===== src/rtl/catraca_sensor_frontend.sv =====
// Sensor front end for the turnstile controller: 2-flop sync, per-input debounce, passage FSM and counters.
// Optional CONTADOR_WRAP_EN: passage counters wrap instead of saturating.
module catraca_sensor_frontend #(
  parameter int unsigned DEBOUNCE_CYCLES = 4,
  parameter int unsigned COUNT_W         = 8
) (
  input  logic               clock,
  input  logic               reset_n,
  input  logic               giro_raw,
  input  logic               entrada_raw,
  input  logic               saida_raw,
  input  logic               metais_raw,
  output logic               giro,
  output logic               entrada,
  output logic               saida,
  output logic               metais,
  output logic               passagem_entrada,
  output logic               passagem_saida,
  output logic [COUNT_W-1:0] cont_entrada,
  output logic [COUNT_W-1:0] cont_saida,
  output logic               alarme_metal
);

  localparam logic [7:0] DB_LAST = 8'(DEBOUNCE_CYCLES - 1);

  typedef enum logic [1:0] {
    IDLE      = 2'd0,
    ARMED_IN  = 2'd1,
    ARMED_OUT = 2'd2,
    LOCK      = 2'd3
  } state_t;

  logic [3:0] raw_vec;
  logic [3:0] sync_a;
  logic [3:0] sync_b;
  logic [3:0] deb;
  logic [7:0] db_cnt [4];

  state_t state;
  state_t state_nxt;
  logic   done_in;
  logic   done_out;
  logic   g, e, s, m;

  assign raw_vec = {giro_raw, entrada_raw, saida_raw, metais_raw};

  always_ff @(posedge clock or negedge reset_n) begin
    if (!reset_n) begin
      sync_a <= '0;
      sync_b <= '0;
    end else begin
      sync_a <= raw_vec;
      sync_b <= sync_a;
    end
  end

  // Counter hitting DEBOUNCE_CYCLES-1 while still differing means this edge is the
  // DEBOUNCE_CYCLES-th differing cycle, so the output flips now.
  always_ff @(posedge clock or negedge reset_n) begin
    if (!reset_n) begin
      deb <= '0;
      for (int unsigned i = 0; i < 4; i++) db_cnt[i] <= '0;
    end else begin
      for (int unsigned i = 0; i < 4; i++) begin
        if (sync_b[i] != deb[i]) begin
          if (db_cnt[i] == DB_LAST) begin
            deb[i]    <= sync_b[i];
            db_cnt[i] <= '0;
          end else begin
            db_cnt[i] <= db_cnt[i] + 8'd1;
          end
        end else begin
          db_cnt[i] <= '0;
        end
      end
    end
  end

  assign g       = deb[3];
  assign e       = deb[2];
  assign s       = deb[1];
  assign m       = deb[0];
  assign giro    = g;
  assign entrada = e;
  assign saida   = s;
  assign metais  = m;

  always_ff @(posedge clock or negedge reset_n) begin
    if (!reset_n) state <= IDLE;
    else          state <= state_nxt;
  end

  always_comb begin
    state_nxt = state;
    done_in   = 1'b0;
    done_out  = 1'b0;
    case (state)
      IDLE: begin
        if (m && e)                state_nxt = LOCK;
        else if (deb == 4'b1100)   state_nxt = ARMED_IN;
        else if (g && s && !e)     state_nxt = ARMED_OUT;
      end
      ARMED_IN: begin
        if (!g)                    state_nxt = IDLE;
        else if (m)                state_nxt = LOCK;
        else if (!e && !s) begin
          state_nxt = IDLE;
          done_in   = 1'b1;
        end
      end
      ARMED_OUT: begin
        if (!g)                    state_nxt = IDLE;
        else if (!s && !e) begin
          state_nxt = IDLE;
          done_out  = 1'b1;
        end
      end
      LOCK: begin
        if (deb == 4'b0000)        state_nxt = IDLE;
      end
      default:                     state_nxt = IDLE;
    endcase
  end

  assign alarme_metal = (state == LOCK);

  always_ff @(posedge clock or negedge reset_n) begin
    if (!reset_n) begin
      passagem_entrada <= 1'b0;
      passagem_saida   <= 1'b0;
      cont_entrada     <= '0;
      cont_saida       <= '0;
    end else begin
      passagem_entrada <= done_in;
      passagem_saida   <= done_out;
`ifdef CONTADOR_WRAP_EN
      if (done_in)  cont_entrada <= cont_entrada + COUNT_W'(1);
      if (done_out) cont_saida   <= cont_saida + COUNT_W'(1);
`else
      if (done_in && (cont_entrada != '1))  cont_entrada <= cont_entrada + COUNT_W'(1);
      if (done_out && (cont_saida != '1))   cont_saida   <= cont_saida + COUNT_W'(1);
`endif
    end
  end

endmodule


===== config.mk =====
export PLATFORM = sky130hd
export DESIGN_NAME = catraca_sensor_frontend
export DESIGN_NICKNAME = d
export VERILOG_FILES = /design/src/rtl/catraca_sensor_frontend.sv
export SDC_FILE = /design/constraint.sdc
export NUM_CORES = 1
export LEC_CHECK = 0
export ABC_AREA = 1
export BUFFER_PORTS_ARGS = -buffer_cell sky130_fd_sc_hd__buf_2
export CAP_MARGIN = 20
export CORE_ASPECT_RATIO = 0.7
export CORE_MARGIN = 4
export CORE_UTILIZATION = 42
export CTS_CLUSTER_SIZE = 25
export DETAILED_ROUTE_END_ITERATION = 7
export GPL_TIMING_DRIVEN = 0
export PLACE_DENSITY_LB_ADDON = 0.3
export SLEW_MARGIN = 10
export SYNTH_ARGS = -nofsm -noshare
export SYNTH_HDL_FRONTEND = slang
export SYNTH_SLANG_ARGS = --single-unit
export TNS_END_PERCENT = 100

===== constraint.sdc =====
create_clock -name clock -period 1.7 [get_ports clock]
set_clock_uncertainty 0.2 [all_clocks]
set_input_delay 0.34 -clock clock [delete_from_list [all_inputs] [get_ports clock]]
set_output_delay 0.34 -clock clock [all_outputs]
set_load 0.01 [all_outputs]

Word level (Yosys, flattened, before mapping)
Cells that the tools add are included.
{"block": "totals", "regBits": 64, "in_bits": 6}
{"block": "classes", "addsub": 6, "n_eq_ne": 16, "mux": 23, "n_reduce_logical": 15}
{"cell": "8-bit 2-to-1 mux", "n": 8}
{"cell": "8-bit by 1-bit adder with 8-bit output (second input constant)", "n": 6}
{"cell": "8-bit by 2-bit == test with 1-bit output (second input constant)", "n": 4}
{"cell": "2-bit 2-to-1 mux", "n": 8}
{"cell": "8-bit inequality test (second input constant)", "n": 2}
{"cell": "2-bit AND reduction", "n": 5}
{"cell": "2-bit one-hot mux with 4 select lines", "n": 1}
{"cell": "1-bit logical AND", "n": 6}
{"cell": "1-bit 2-to-1 mux", "n": 6}
{"cell": "2-bit == test (second input constant)", "n": 2}
{"cell": "4-bit == test (second input constant)", "n": 1}
{"cell": "4-bit logical NOT", "n": 1}
{"cell": "1-bit inequality test", "n": 4}
{"cell": "4-bit inequality test (second input constant)", "n": 1}
{"cell": "2-bit by 1-bit == test with 1-bit output (second input constant)", "n": 1}
{"cell": "1-bit logical NOT", "n": 2}
{"cell": "2-bit logical NOT", "n": 1}
{"cell": "2-bit by 1-bit inequality test with 1-bit output (second input constant)", "n": 1}

Logic depth before layout (Yosys ltp)
{"block": "logic_depth", "ltp_word": 7, "ltp_mapped": 9, "depth_no_buf": 8}

Worst setup path after synthesis
No wires, ideal clock.
{"block": "synth_path", "kind": "flip-flop to flip-flop", "from": "reg cont_saida[0]", "to": "reg cont_saida[3]", "setup_time_ns": 0.116, "t_arrival_ns": 1.187, "required_time_ns": 1.384, "path_slack_ns": 0.196, "stages_incl_launch_ff": 9, "path_buffers": 0, "period_less_slack_ns": 1.504, "path_cell_list": "dfrtp_1 ha_1 nand2_1 nor2_2 nand2_1 nand2_4 inv_4 nand2_1 nand2_1"}
{"block": "synth_between", "elab_chain_cells": 2}
{"item": "start, declared", "line_no": "20", "rtl": "output logic [COUNT_W-1:0] cont_saida,"}
{"item": "start signal, assigned", "line_no": "141", "rtl": "if (done_out && (cont_saida != '1)) cont_saida <= cont_saida + COUNT_W'(1);"}
{"item": "parallel branches: the longest is 2 deep, another holds 8-bit by 1-bit adder with 8-bit output"}
Several ways; the timed one is not identified.
A chain may end at the register's enable or synchronous reset.

Final worst setup path
{"block": "layout_path", "from": "reg state[0]", "to": "out alarme_metal"}
{"block": "layout_between", "elab_chain_cells": 1}
{"item": "start, declared", "line_no": "39", "rtl": "state_t state;"}
{"item": "start signal, assigned", "line_no": "90", "rtl": "else state <= state_nxt;"}
{"item": "2-bit == test", "line_no": "125", "rtl": "assign alarme_metal = (state == LOCK);"}
{"item": "end, declared", "line_no": "21", "rtl": "output logic alarme_metal"}
Every way passes these cells.

==> run metrics <==
status completed; DIE AREA 8990 µm²; DR iter-0 viols 91; synth unique cells 29; die width 112 µm; # nets final 441; PortBufs 28; Slew @ Worst Pin 0.300 ns; critical path capture point type output pin; most frequent cells in the layout nand2_1, dfrtp_1, nor2_1; Min-Delay Path Class flop to flop; CTS clock-pin slew for the worst setup and hold paths 0.07 ns; Slew Limit Fails 0; sequential area share after synthesis 50.7%; Slew HR 79.9%; initial antenna violation count 0; drt wl/cell 10.9 µm; max-cap violations 0; wire length of the first global-routing pass 10600 µm; Post-Place Setup Slack 0.0816 ns; WS Path Type flop to output pin; Post-DRT Antenna Nets 0; Antenna Cells 0; row count 26; detailed-route DRC error count 0; DP Wirelength 4130 µm; most common cell after layout, fill and taps aside nand2_1; Worst EP required 1.16 ns; Synthesized Nets 390; Max IR drop VDD 0.589 mV; largest fanout on the critical path 4; CTS root buf clkbuf_8; leakage power 1.96 nW; Post-Syn Area per Cell 8.35 µm²; Top Ports 29; Warnings, synthesis 0; Mapped Cells 378; clock latency on the worst-skew pair 0.34 ns; CTS Buf Count 9; Pre-Repair DR Iteration Count 4; Total Power 4.60 mW; Startpoint Class flop; Final setup viols 0; GRT Total Usage 14.7%; cell area after synthesis 3160 µm²; setup ws final 0.114 ns; Die Span Y 80.6 µm; Max clock buf depth 2; largest net degree at the start of global routing 45; DRT Wirelength 5790 µm; Core Footprint 7320 µm²; CTS sink cnt 64; PwrDens 1220 nW/µm²; fill count 696; number of global-route vias before repair 2419; Worst Reg2Reg Path Length in Cells 8; drt via density 4.65; CTS tree done; H-tree depth 3; setup TNS 0 ns; vias 2470; ratio of cells with drive above 1 in the final layout 17.1%; GRT overflow 0; GPL Wtd Cong 0.812; Initial Utilization 43.1%; CP arrival 1.05 ns; synthesis-to-finish area growth 19.3%; f_max 631 MHz; Fin. Hold Viols 0; FF+latch count, synth 64; fin crit share 93.3%; fin crit period 1.59 ns; Hold Path Cell Cnt 0
-- cells by family after synthesis --
logic type      Yosys count  synth area share, %
fa+ha+maj                 6                 2.38
simple gates            218                 31.5
compound gates           22                 4.08
flops                    64                 50.7
buf+inv                  50                 6.30
xor+xnor                 18                 4.99
-- per-layer routing --
| layer | GRT usage, % | share of wire [%] | wire length, µm |
|---|---|---|---|
| met4 | 5.47 | 1.4 | 82 |
| met1 | 19.1 | 49 | 2840 |
| met5 | 0 | 0 | 0 |
| met2 | 22.4 | 45 | 2610 |
| met3 | 5.35 | 4.4 | 257 |
-- flip-flops by register name (all words and copies together), names as in the netlist --
register,count
passagem_entrada,1
state,2
sync_b,4
sync_a,4
db_cnt,32
cont_entrada,8
passagem_saida,1
cont_saida,8
deb,4
-- worst max-delay path, stage by stage, from the launching register on --
cell	delay, ns
dfrtp_2	0.43
nand2_1	0.09
inv_1	0.05
buf_2	0.14
-- metrics by stage --
step                      cells  hold slack, ns  utilization, %  cell area (µm²)
after floorplan             378          -0.156               -             3160
after global placement      504           0.132            46.7             3420
after detailed placement    505          0.0521            47.1             3450
after CTS                   525           0.152            50.6             3710
after global routing        531           0.158            51.5             3770
final                       531           0.148            51.5             3770
-- final cells by class --
cell class | count | area, µm² | share of cell area [%]
Sequential cell | 64 | 1600 | 42.6
Timing Repair Buffer | 40 | 265 | 7.04
Clock buffer | 12 | 165 | 4.38
Clock inverter | 3 | 40.0 | 1.06
Inverter | 49 | 191 | 5.08
Multi-Input combinational cell | 264 | 1370 | 36.4
Tap cell | 98 | 123 | 3.25
Buffer | 1 | 7.51 | 0.199
-- worst paths after layout --
path,end,startpoint,slack [ns]
max,alarme_metal,state[0],0.11
min,sync_b[3],sync_a[3],0.15
max reg2reg,cont_entrada[1],cont_entrada[1],0.12
min reg2reg,sync_b[3],sync_a[3],0.15
max in group asynchronous,cont_saida[0],reset_n,0.54
min in group asynchronous,deb[1],reset_n,0.25
-- power breakdown --
part	internal, mW	switching, mW	total (mW)
Combinational	0.500	0.735	1.23
Clock	0.784	0.561	1.34
Sequential	1.76	0.265	2.02
-- repair_timing --
action / 4_1_cts / 5_1_grt
buffers inserted: 0 / 6
hold buffers: 5 / 0
resized for setup: 0 / 5
endpoints found under the setup margin: 0 / 14
hold endpoints to repair: 36 / 0
-- cell usage after synthesis (all sizes together) --
master / n / area share (%)
nand3b: 3 / 0.71
o21bai: 6 / 1.4
xor2: 11 / 3.1
nand4: 12 / 2.4
o21ai: 7 / 1.1
a21oi: 6 / 0.95
xnor2: 7 / 1.9
a31oi: 3 / 0.59
clkinv: 1 / 0.28
nor2: 60 / 8.4
nor3b: 6 / 1.7
nor3: 7 / 1.1
dfrtp: 64 / 51
nand3: 17 / 3.0
or2: 1 / 0.20
ha: 6 / 2.4
nand2: 112 / 14
buf: 1 / 0.24
inv: 48 / 5.8
Note: power is estimated with default switching activity, not from simulation.
